===== config.mk =====
export PLATFORM = sky130hd
export DESIGN_NAME = edge_event_scheduler
export DESIGN_NICKNAME = d
export VERILOG_FILES = /design/src/rtl/edge_event_scheduler.sv
export SDC_FILE = /design/constraint.sdc
export NUM_CORES = 1
export LEC_CHECK = 0
export ABC_AREA = 1
export BUFFER_PORTS_ARGS = -buffer_cell sky130_fd_sc_hd__buf_2
export CELL_PAD_IN_SITES_DETAIL_PLACEMENT = 0
export CELL_PAD_IN_SITES_GLOBAL_PLACEMENT = 2
export CORE_MARGIN = 2
export CORE_UTILIZATION = 29
export CTS_CLUSTER_DIAMETER = 50
export CTS_CLUSTER_SIZE = 14
export DETAILED_ROUTE_END_ITERATION = 10
export PLACE_DENSITY = 0.85
export SLEW_MARGIN = 20
export SYNTH_ARGS = -nofsm -noshare
export SYNTH_HDL_FRONTEND = slang
export SYNTH_SLANG_ARGS = --single-unit

===== constraint.sdc =====
create_clock -name clk -period 5.37 [get_ports clk]
set_clock_uncertainty 0.05 [all_clocks]
set_input_delay 0.8055 -clock clk [delete_from_list [all_inputs] [get_ports clk]]
set_output_delay 0.8055 -clock clk [all_outputs]
set_load 0.005 [all_outputs]

===== src/rtl/edge_event_scheduler.sv =====
// Falling-edge event scheduler.
// Captures masked falling edges into sticky per-bit pending flags and hands them one at a
// time to a consumer over valid/ready. Pending bits are served in round-robin order,
// starting after the last accepted index. An edge that arrives on a bit that is still
// pending is recorded in a sticky overflow flag. Software clears overflow flags with
// write-1-to-clear pulses.
module edge_event_scheduler #(
    parameter  int unsigned WIDTH = 32,
    localparam int unsigned IDX_W = $clog2(WIDTH)
) (
    input  logic             clk,
    input  logic             reset,
    input  logic [WIDTH-1:0] data_i,
    input  logic [WIDTH-1:0] mask_i,
    output logic             evt_valid_o,
    output logic [IDX_W-1:0] evt_idx_o,
    input  logic             evt_ready_i,
    output logic [WIDTH-1:0] pending_o,
    output logic [WIDTH-1:0] ovf_o,
    input  logic [WIDTH-1:0] ovf_clr_i
);

    typedef enum logic {
        StIdle,
        StOffer
    } state_t;

    state_t             r_state;
    logic [WIDTH-1:0]   r_data_q;
    logic [WIDTH-1:0]   r_pending;
    logic [WIDTH-1:0]   r_ovf;
    logic [IDX_W-1:0]   r_ptr;
    logic               r_evt_valid;
    logic [IDX_W-1:0]   r_evt_idx;

    logic [WIDTH-1:0]   w_fall;
    logic               w_accept;
    logic [WIDTH-1:0]   w_clr;
    logic [2*WIDTH-1:0] w_dbl;
    logic [WIDTH-1:0]   w_rot;
    logic [IDX_W-1:0]   w_off;
    logic [IDX_W:0]     w_sum;
    logic               w_sel_found;
    logic [IDX_W-1:0]   w_sel_idx;

    // Edge detect, accept and per-bit clear decode.
    always_comb begin
        w_fall   = r_data_q & ~data_i & mask_i;
        w_accept = r_evt_valid & evt_ready_i;
        w_clr    = '0;
        if (w_accept) begin
            w_clr = WIDTH'(1) << r_evt_idx;
        end
    end

    // Round-robin pick: rotate pending so ptr lands at bit 0, take the lowest set bit,
    // then rotate the offset back into an absolute index.
    always_comb begin
        w_dbl = {r_pending, r_pending};
        w_rot = WIDTH'(w_dbl >> r_ptr);
        w_off = '0;
        for (int k = WIDTH - 1; k >= 0; k--) begin
            if (w_rot[k]) begin
                w_off = IDX_W'(k);
            end
        end
        w_sum = {1'b0, r_ptr} + {1'b0, w_off};
        if (w_sum >= (IDX_W + 1)'(WIDTH)) begin
            w_sum = w_sum - (IDX_W + 1)'(WIDTH);
        end
        w_sel_idx   = w_sum[IDX_W-1:0];
        w_sel_found = |r_pending;
    end

    // Input history, sticky pending and overflow flags; a set beats any clear.
    always_ff @(posedge clk or posedge reset) begin
        if (reset) begin
            r_data_q  <= '0;
            r_pending <= '0;
            r_ovf     <= '0;
        end else begin
            r_data_q  <= data_i;
            r_pending <= w_fall | (r_pending & ~w_clr);
            r_ovf     <= (w_fall & r_pending & ~w_clr) | (r_ovf & ~ovf_clr_i);
        end
    end

    // Offer FSM with registered valid/index; the pointer only moves on accept.
    always_ff @(posedge clk or posedge reset) begin
        if (reset) begin
            r_state     <= StIdle;
            r_ptr       <= '0;
            r_evt_valid <= 1'b0;
            r_evt_idx   <= '0;
        end else begin
            unique case (r_state)
                StIdle: begin
                    if (w_sel_found) begin
                        r_state     <= StOffer;
                        r_evt_valid <= 1'b1;
                        r_evt_idx   <= w_sel_idx;
                    end
                end
                StOffer: begin
                    if (evt_ready_i) begin
                        r_state     <= StIdle;
                        r_evt_valid <= 1'b0;
                        r_ptr       <= (r_evt_idx == IDX_W'(WIDTH - 1)) ?
                                       '0 : r_evt_idx + 1'b1;
                    end
                end
                default: begin
                    r_state     <= StIdle;
                    r_evt_valid <= 1'b0;
                end
            endcase
        end
    end

    assign evt_valid_o = r_evt_valid;
    assign evt_idx_o   = r_evt_idx;
    assign pending_o   = r_pending;
    assign ovf_o       = r_ovf;

endmodule


* Word level (Yosys, flattened, before mapping)
Index checks and enable logic that the tools add are counted.
** Word-level totals
- Flip-flop bits (word level) :: 108
- Bits in latches :: 0
- Bits in writable memories :: 0
- Bits in read-only memories :: 0
- Bits of input ports :: 99
- Output and inout port bits :: 70
- Word-level logic and storage cells :: 74
- Memories kept :: 0
** Operators by class
- Add/sub/neg operators :: 3
- $mul :: 0
- Div/mod/pow operators :: 0
- $lt $le $gt $ge :: 1
- Equal/unequal tests :: 3
- Shifts and indexed selects :: 2
- Mux-type cells :: 41
- Bitwise operators :: 13
- Reductions and logical operators :: 4
** Operator list (count)
- $and A32 B32 Y32 :: 6
- $mux W5 :: 34
- $not A32 Y32 :: 3
- $or A32 B32 Y32 :: 2
- $shr A64 B5 Y32 :: 1
- $mux W32 :: 1
- $reduce_or A32 Y1 :: 1
- $shl A1 B5 Y32 const A :: 1
- $add A5 B5 Y6 :: 1
- $ge A6 B6 Y1 const B :: 1
- $reduce_and A2 Y1 :: 3
- $add A5 B1 Y5 const B :: 1
- $eq A5 B5 Y1 const B :: 1
- $sub A5 B1 Y5 const B :: 1
- $mux W1 :: 4
- $ne A2 B2 Y1 const B :: 2
- $pmux W1 S2 :: 2
- $and A1 B1 Y1 :: 1
- $not A1 Y1 :: 1

* Longest topological paths before layout
- Depth in word-level cells :: 36
- Depth in mapped cells :: 47
- Gate-level depth less buffers :: 45

* Least setup slack after synthesis
OpenSTA, ideal clock, no wires.
- Kind :: register -> register
- Start :: reg r_ptr[0]
- End :: reg r_evt_idx[4], in the netlist evt_idx_o[4]
- Library setup time :: 132 ps
- Data arrival time :: 3763 ps
- Required time :: 5188 ps
- Setup slack :: 1425 ps
- Cell stages (with the launch flop) :: 47
- Path buffers :: 2
- Period minus slack after synthesis :: 3945 ps
- Cells stage by stage :: dfrtp_1 > buf_6 > buf_2 > nand2_1 > nand3_1 > nand2_1 > inv_1 > o21ai_2 > nand2_1 > nand2_1 > nand2_1 > o21ai_2 > nand2_1 > nand2_1 > nand2_1 > nand2_1 > nand2_1 > nand2_1 > (+11 left out) > nand2_1 > nand2_1 > nand2_1 > nand2_1 > nand2_1 > nand2_1 > nand2_1 > nand2_1 > nand2_1 > nand2_1 > a21oi_2 > ha_1 > inv_1 > fa_1 > o21ai_0 > xor2_1 > xor2_1 > o21ai_0
** On the way
- Longest elaborated chain between the ends :: 36
- Elaborated cells on any way between the ends :: 37
- Those cells by class :: 2 x add/sub; 1 x order compare; 1 x shift; 33 x mux
** Ends and longest elaborated chain
- from (decl) :: RTL line 32 : logic [IDX_W-1:0] r_ptr;
- from (signal assigned) :: RTL line 108 : r_ptr <= (r_evt_idx == IDX_W'(WIDTH - 1)) ?
- $shr A64 B5 Y32 :: RTL line 60 : w_rot = WIDTH'(w_dbl >> r_ptr);
- $mux W5 (32 in series) :: RTL line 63 : if (w_rot[k]) begin
- $add A5 B5 Y6 * :: RTL line 67 : w_sum = {1'b0, r_ptr} + {1'b0, w_off};
- $sub A5 B1 Y5 or $ge A6 B6 Y1 (tied branches) :: RTL line 69, 68
- $mux W5 * :: RTL line 68 : if (w_sum >= (IDX_W + 1)'(WIDTH)) begin
- to (signal assigned) :: RTL line 101 : r_evt_idx <= w_sel_idx;
- to (decl) :: RTL line 34 : logic [IDX_W-1:0] r_evt_idx;
Every way passes the cells marked *; elsewhere a longest branch is shown, timed or not.
A chain may end at the register's enable or synchronous reset.

* Final worst setup path
Same ends and word-level chain as after synthesis.

==> metrics.json <==
{
  "largest_area_contributor_in_the_synthesized_netlist": {"value": "sky130_fd_sc_hd__dfrtp_1"},
  "max_freq": {"value": 220, "unit": "MHz"},
  "pwr-share-comb": {"value": 62.5, "unit": "%"},
  "cts_htree_levels": {"value": 3},
  "n_antenna_cell": {"value": 0},
  "die_width": {"value": 154, "unit": "um"},
  "min_delay_worst_endpoint": {"value": "pending_o[23]$_DFF_PP0_"},
  "final_critical_path_share_of_the_clock_period": {"value": 84.8, "unit": "%"},
  "finalWorstSetupSlack": {"value": 0.818, "unit": "ns"},
  "timing.reg2reg.setup_slack": {"value": 0.82, "unit": "ns"},
  "layout_common_cells": {"value": "sky130_fd_sc_hd__nand2_1, sky130_fd_sc_hd__buf_2, sky130_fd_sc_hd__nand3_1, sky130_fd_sc_hd__dfrtp_1, sky130_fd_sc_hd__inv_1"},
  "wp_buf_inv": {"value": 2},
  "area_growth_syn_to_layout": {"value": 21.5, "unit": "%"},
  "route.detailed.drc": {"value": 0},
  "layout.area.seq": {"value": 2700, "unit": "um2"},
  "synth.top_cell.area_share": {"value": 41.5, "unit": "%"},
  "synth_seq_area_share": {"value": 41.5, "unit": "%"},
  "portBuffers": {"value": 168},
  "worst_slew_pin_slew": {"value": 1.00, "unit": "ns"},
  "row_count": {"value": 54},
  "power.total": {"value": 4.87, "unit": "mW"},
  "synth.avg_cell_area": {"value": 7.26, "unit": "um2"},
  "gp_routability_congestion": {"value": 0.868},
  "distinct_cells_synth": {"value": 36},
  "critical_path.slowest_cell": {"value": "sky130_fd_sc_hd__fa_1"},
  "status": {"value": "completed"},
  "io_pins": {"value": 169},
  "max-vdd-ir-drop": {"value": 237, "unit": "uV"},
  "postSynthRegisterBits": {"value": 108},
  "drt_first_pass_iters": {"value": 5},
  "seq_power_share": {"value": 23.2, "unit": "%"},
  "final_report_hold_violation_count": {"value": 0},
  "postLayoutCoreUtil": {"value": 36.1, "unit": "%"},
  "root_buffer": {"value": "sky130_fd_sc_hd__clkbuf_16"},
  "internal_power": {"value": 2.32, "unit": "mW"},
  "worst_slew_margin_rel": {"value": 33.3, "unit": "%"},
  "postCtsSetupRepairBufs": {"value": 0},
  "grt_pass1_wl": {"value": 36400, "unit": "um"},
  "dieHeight": {"value": 154, "unit": "um"},
  "wire_per_inst": {"value": 17.5, "unit": "um"},
  "slew_viol_final": {"value": 0},
  "syn-cell-area": {"value": 6510, "unit": "um2"},
  "power_frac_clock": {"value": 14.3, "unit": "%"},
  "grt_antenna_before_repair": {"value": 0},
  "overall_die_area": {"value": 23700, "unit": "um2"},
  "worst_path_most_repeated_cell": {"value": "sky130_fd_sc_hd__nand2_1"},
  "grt-ovfl-total": {"value": 0},
  "timing.rr.end": {"value": "evt_idx_o[4]$_DFFE_PP0P_"},
  "timing.hold.worst.start": {"value": "r_data_q[23]$_DFF_PP0_"},
  "area_of_the_multi_input_gates": {"value": 3260, "unit": "um2"},
  "crit_required": {"value": 5.55, "unit": "ns"},
  "dp_slack": {"value": 0.789, "unit": "ns"},
  "power_switching_share": {"value": 52.4, "unit": "%"},
  "power_leakage": {"value": 3.99, "unit": "nW"},
  "rr_startpoint": {"value": "r_ptr[0]$_DFFE_PP0P_"},
  "tritoncts": {"value": "done"},
  "synth.top_cells.by_area": {"value": "sky130_fd_sc_hd__dfrtp_1, sky130_fd_sc_hd__nand2_1, sky130_fd_sc_hd__nand3_1, sky130_fd_sc_hd__inv_1, sky130_fd_sc_hd__nand3b_1"},
  "setup-violations-final": {"value": 0},
  "worstSetupEndpointType": {"value": "register"},
  "clkSinkCount": {"value": 108},
  "postSynthCellCount": {"value": 898},
  "clock_tree.buffer_depth": {"value": 2},
  "hold_depth": {"value": 2},
  "min_path_type": {"value": "register to register"},
  "via_count": {"value": 6628},
  "groute.usage.overall": {"value": 20.0, "unit": "%"},
  "hpwlAfterDp": {"value": 19200, "unit": "um"},
  "final_common_cell": {"value": "sky130_fd_sc_hd__nand2_1"},
  "critical_path_arrival": {"value": 4.73, "unit": "ns"},
  "coreArea": {"value": 22000, "unit": "um2"},
  "drv.max_cap_violation_count": {"value": 0},
  "proportion_of_layout_cells_with_a_drive_suffix_above_1": {"value": 19.5, "unit": "%"},
  "syn-num-nets": {"value": 1009},
  "worstSkewPairLatency": {"value": 0.36, "unit": "ns"},
  "critPathMaxFanout": {"value": 33},
  "clock_transition_at_the_register_clock_pins_on_the_worst_setup_and_hold_paths_after_cts": {"value": 0.08, "unit": "ns"},
  "hold-worst-slack": {"value": 0.462, "unit": "ns"},
  "post_cts_resized": {"value": 0},
  "worst_path_largest_cell_delay": {"value": 0.42, "unit": "ns"},
  "unrepaired_setup_endpoints_after_global_routing": {"value": "false"},
  "effective_utilization_at_floorplan": {"value": 29.7, "unit": "%"},
  "power_switching": {"value": 2.55, "unit": "mW"},
  "min_period": {"value": 4.55, "unit": "ns"},
  "maximum_number_of_pins_on_one_net_before_global_route_repair": {"value": 81},
  "first_global_vias": {"value": 6476},
  "setup.worst_path.start_class": {"value": "register"},
  "critical_path_start_end_classification": {"value": "register to register"},
  "synth.yosys.warnings": {"value": 0},
  "final_antenna_net_count": {"value": 0},
  "cts_made_buffers": {"value": 9},
  "p_per_area": {"value": 615, "unit": "nW/um2"},
  "postCtsHoldBufs": {"value": 0},
  "worstRegToRegCells": {"value": 44},
  "layout.filler_cells": {"value": 2342},
  "critical-path-top-delay-family": {"value": "simple AND/OR/NAND/NOR gates"},
  "detail_route.wirelength": {"value": 23400, "unit": "um"},
  "finish.net_count": {"value": 1164},
  "finalSetupTns": {"value": 0, "unit": "ns"},
  "drt-vias-per-instance": {"value": 4.95},
  "drt_first_iter_violations": {"value": 531}
}
## how the worst max path moves through the flow
stage	to	cells past startpoint	start
2_1_floorplan	evt_idx_o[4]$_DFFE_PP0P_	46	r_ptr[0]$_DFFE_PP0P_
3_3_place_gp	evt_idx_o[4]$_DFFE_PP0P_	45	r_ptr[0]$_DFFE_PP0P_
3_5_place_dp	evt_idx_o[4]$_DFFE_PP0P_	45	r_ptr[0]$_DFFE_PP0P_
4_1_cts	evt_idx_o[4]$_DFFE_PP0P_	45	r_ptr[0]$_DFFE_PP0P_
5_1_grt	evt_idx_o[4]$_DFFE_PP0P_	44	r_ptr[0]$_DFFE_PP0P_
6_report	evt_idx_o[4]$_DFFE_PP0P_	44	r_ptr[0]$_DFFE_PP0P_
## area by class of cell
type | instances | area share (%)
clock buffers | 9 | 2.84
clock inverters | 7 | 1.09
inverters | 90 | 4.33
multi-input cells | 663 | 41.2
flip-flops and latches | 108 | 34.1
well taps | 280 | 4.42
repair buffers | 181 | 12.0
## Yosys cell counts
cell,count
sky130_fd_sc_hd__clkinv_1,1
sky130_fd_sc_hd__buf_2,13
sky130_fd_sc_hd__buf_1,6
sky130_fd_sc_hd__buf_6,4
sky130_fd_sc_hd__nor3_1,12
sky130_fd_sc_hd__buf_4,7
sky130_fd_sc_hd__o21bai_1,1
sky130_fd_sc_hd__fa_1,1
sky130_fd_sc_hd__inv_1,86
sky130_fd_sc_hd__clkbuf_1,7
sky130_fd_sc_hd__o31ai_1,4
sky130_fd_sc_hd__dfrtp_1,108
sky130_fd_sc_hd__xor2_1,4
sky130_fd_sc_hd__a21oi_1,6
sky130_fd_sc_hd__inv_4,1
sky130_fd_sc_hd__o21ai_2,2
sky130_fd_sc_hd__or2_2,2
sky130_fd_sc_hd__nand4_1,1
sky130_fd_sc_hd__nand3b_1,32
sky130_fd_sc_hd__o21ai_0,32
sky130_fd_sc_hd__mux2i_1,2
sky130_fd_sc_hd__xnor2_1,1
sky130_fd_sc_hd__inv_2,2
sky130_fd_sc_hd__o21a_1,14
sky130_fd_sc_hd__o21ai_1,4
sky130_fd_sc_hd__nand2_1,300
sky130_fd_sc_hd__a311oi_1,1
sky130_fd_sc_hd__o211ai_1,2
sky130_fd_sc_hd__nor4_1,8
sky130_fd_sc_hd__nor2_1,28
sky130_fd_sc_hd__a31oi_1,11
sky130_fd_sc_hd__o22ai_1,35
sky130_fd_sc_hd__a21oi_2,1
sky130_fd_sc_hd__a21boi_0,3
sky130_fd_sc_hd__nand3_1,145
sky130_fd_sc_hd__ha_1,11
## registers in the layout, indices dropped and copies added (netlist names)
name / count
evt_idx_o: 5
evt_valid_o: 1
ovf_o: 32
pending_o: 32
r_data_q: 32
r_ptr: 5
r_state: 1
## layer usage
metal | GRT usage (%) | vias to the layer above | part of all wire [%]
li1 | - | 3297 | -
met4 | 6.28 | 0 | 2.0
met5 | 0 | - | 0
met2 | 33.0 | 250 | 46
met1 | 26.1 | 3051 | 45
met3 | 4.48 | 30 | 6.7
## logic make-up after synthesis
group                      count (synthesis)  synth area share, %
DFF                                      108                 41.5
adders and majority gates                 12                 2.42
AOI/OAI and AO/OA                        116                 10.9
muxes                                      2                0.307
buffers and inverters                    127                 8.47
and+or+nand+nor                          528                 35.7
xor gates and xnor gates                   5                0.672
## power by group through the flow
stage                     registers [mW]  logic [mW]  clock network, mW
after floorplan                     1.07        2.21                  0
after global placement              1.14        3.06                  0
after detailed placement            1.14        3.03                  0
after CTS                           1.12        3.04              0.712
after global routing                1.14        3.45              0.741
final                               1.13        3.05              0.696
## worst min-delay path: stages (launching register included)
cell,delay (ns)
sky130_fd_sc_hd__dfrtp_1,0.33
sky130_fd_sc_hd__nand3b_1,0.08
sky130_fd_sc_hd__nand2_1,0.07
## per-stage QoR
step / instance area (um2) / instances
2_1_floorplan: 6520 / 898
3_3_place_gp: 7610 / 1322
3_5_place_dp: 7610 / 1322
4_1_cts: 7920 / 1338
5_1_grt: 7920 / 1338
6_report: 7920 / 1338
Power figures use the tool's default switching activity.
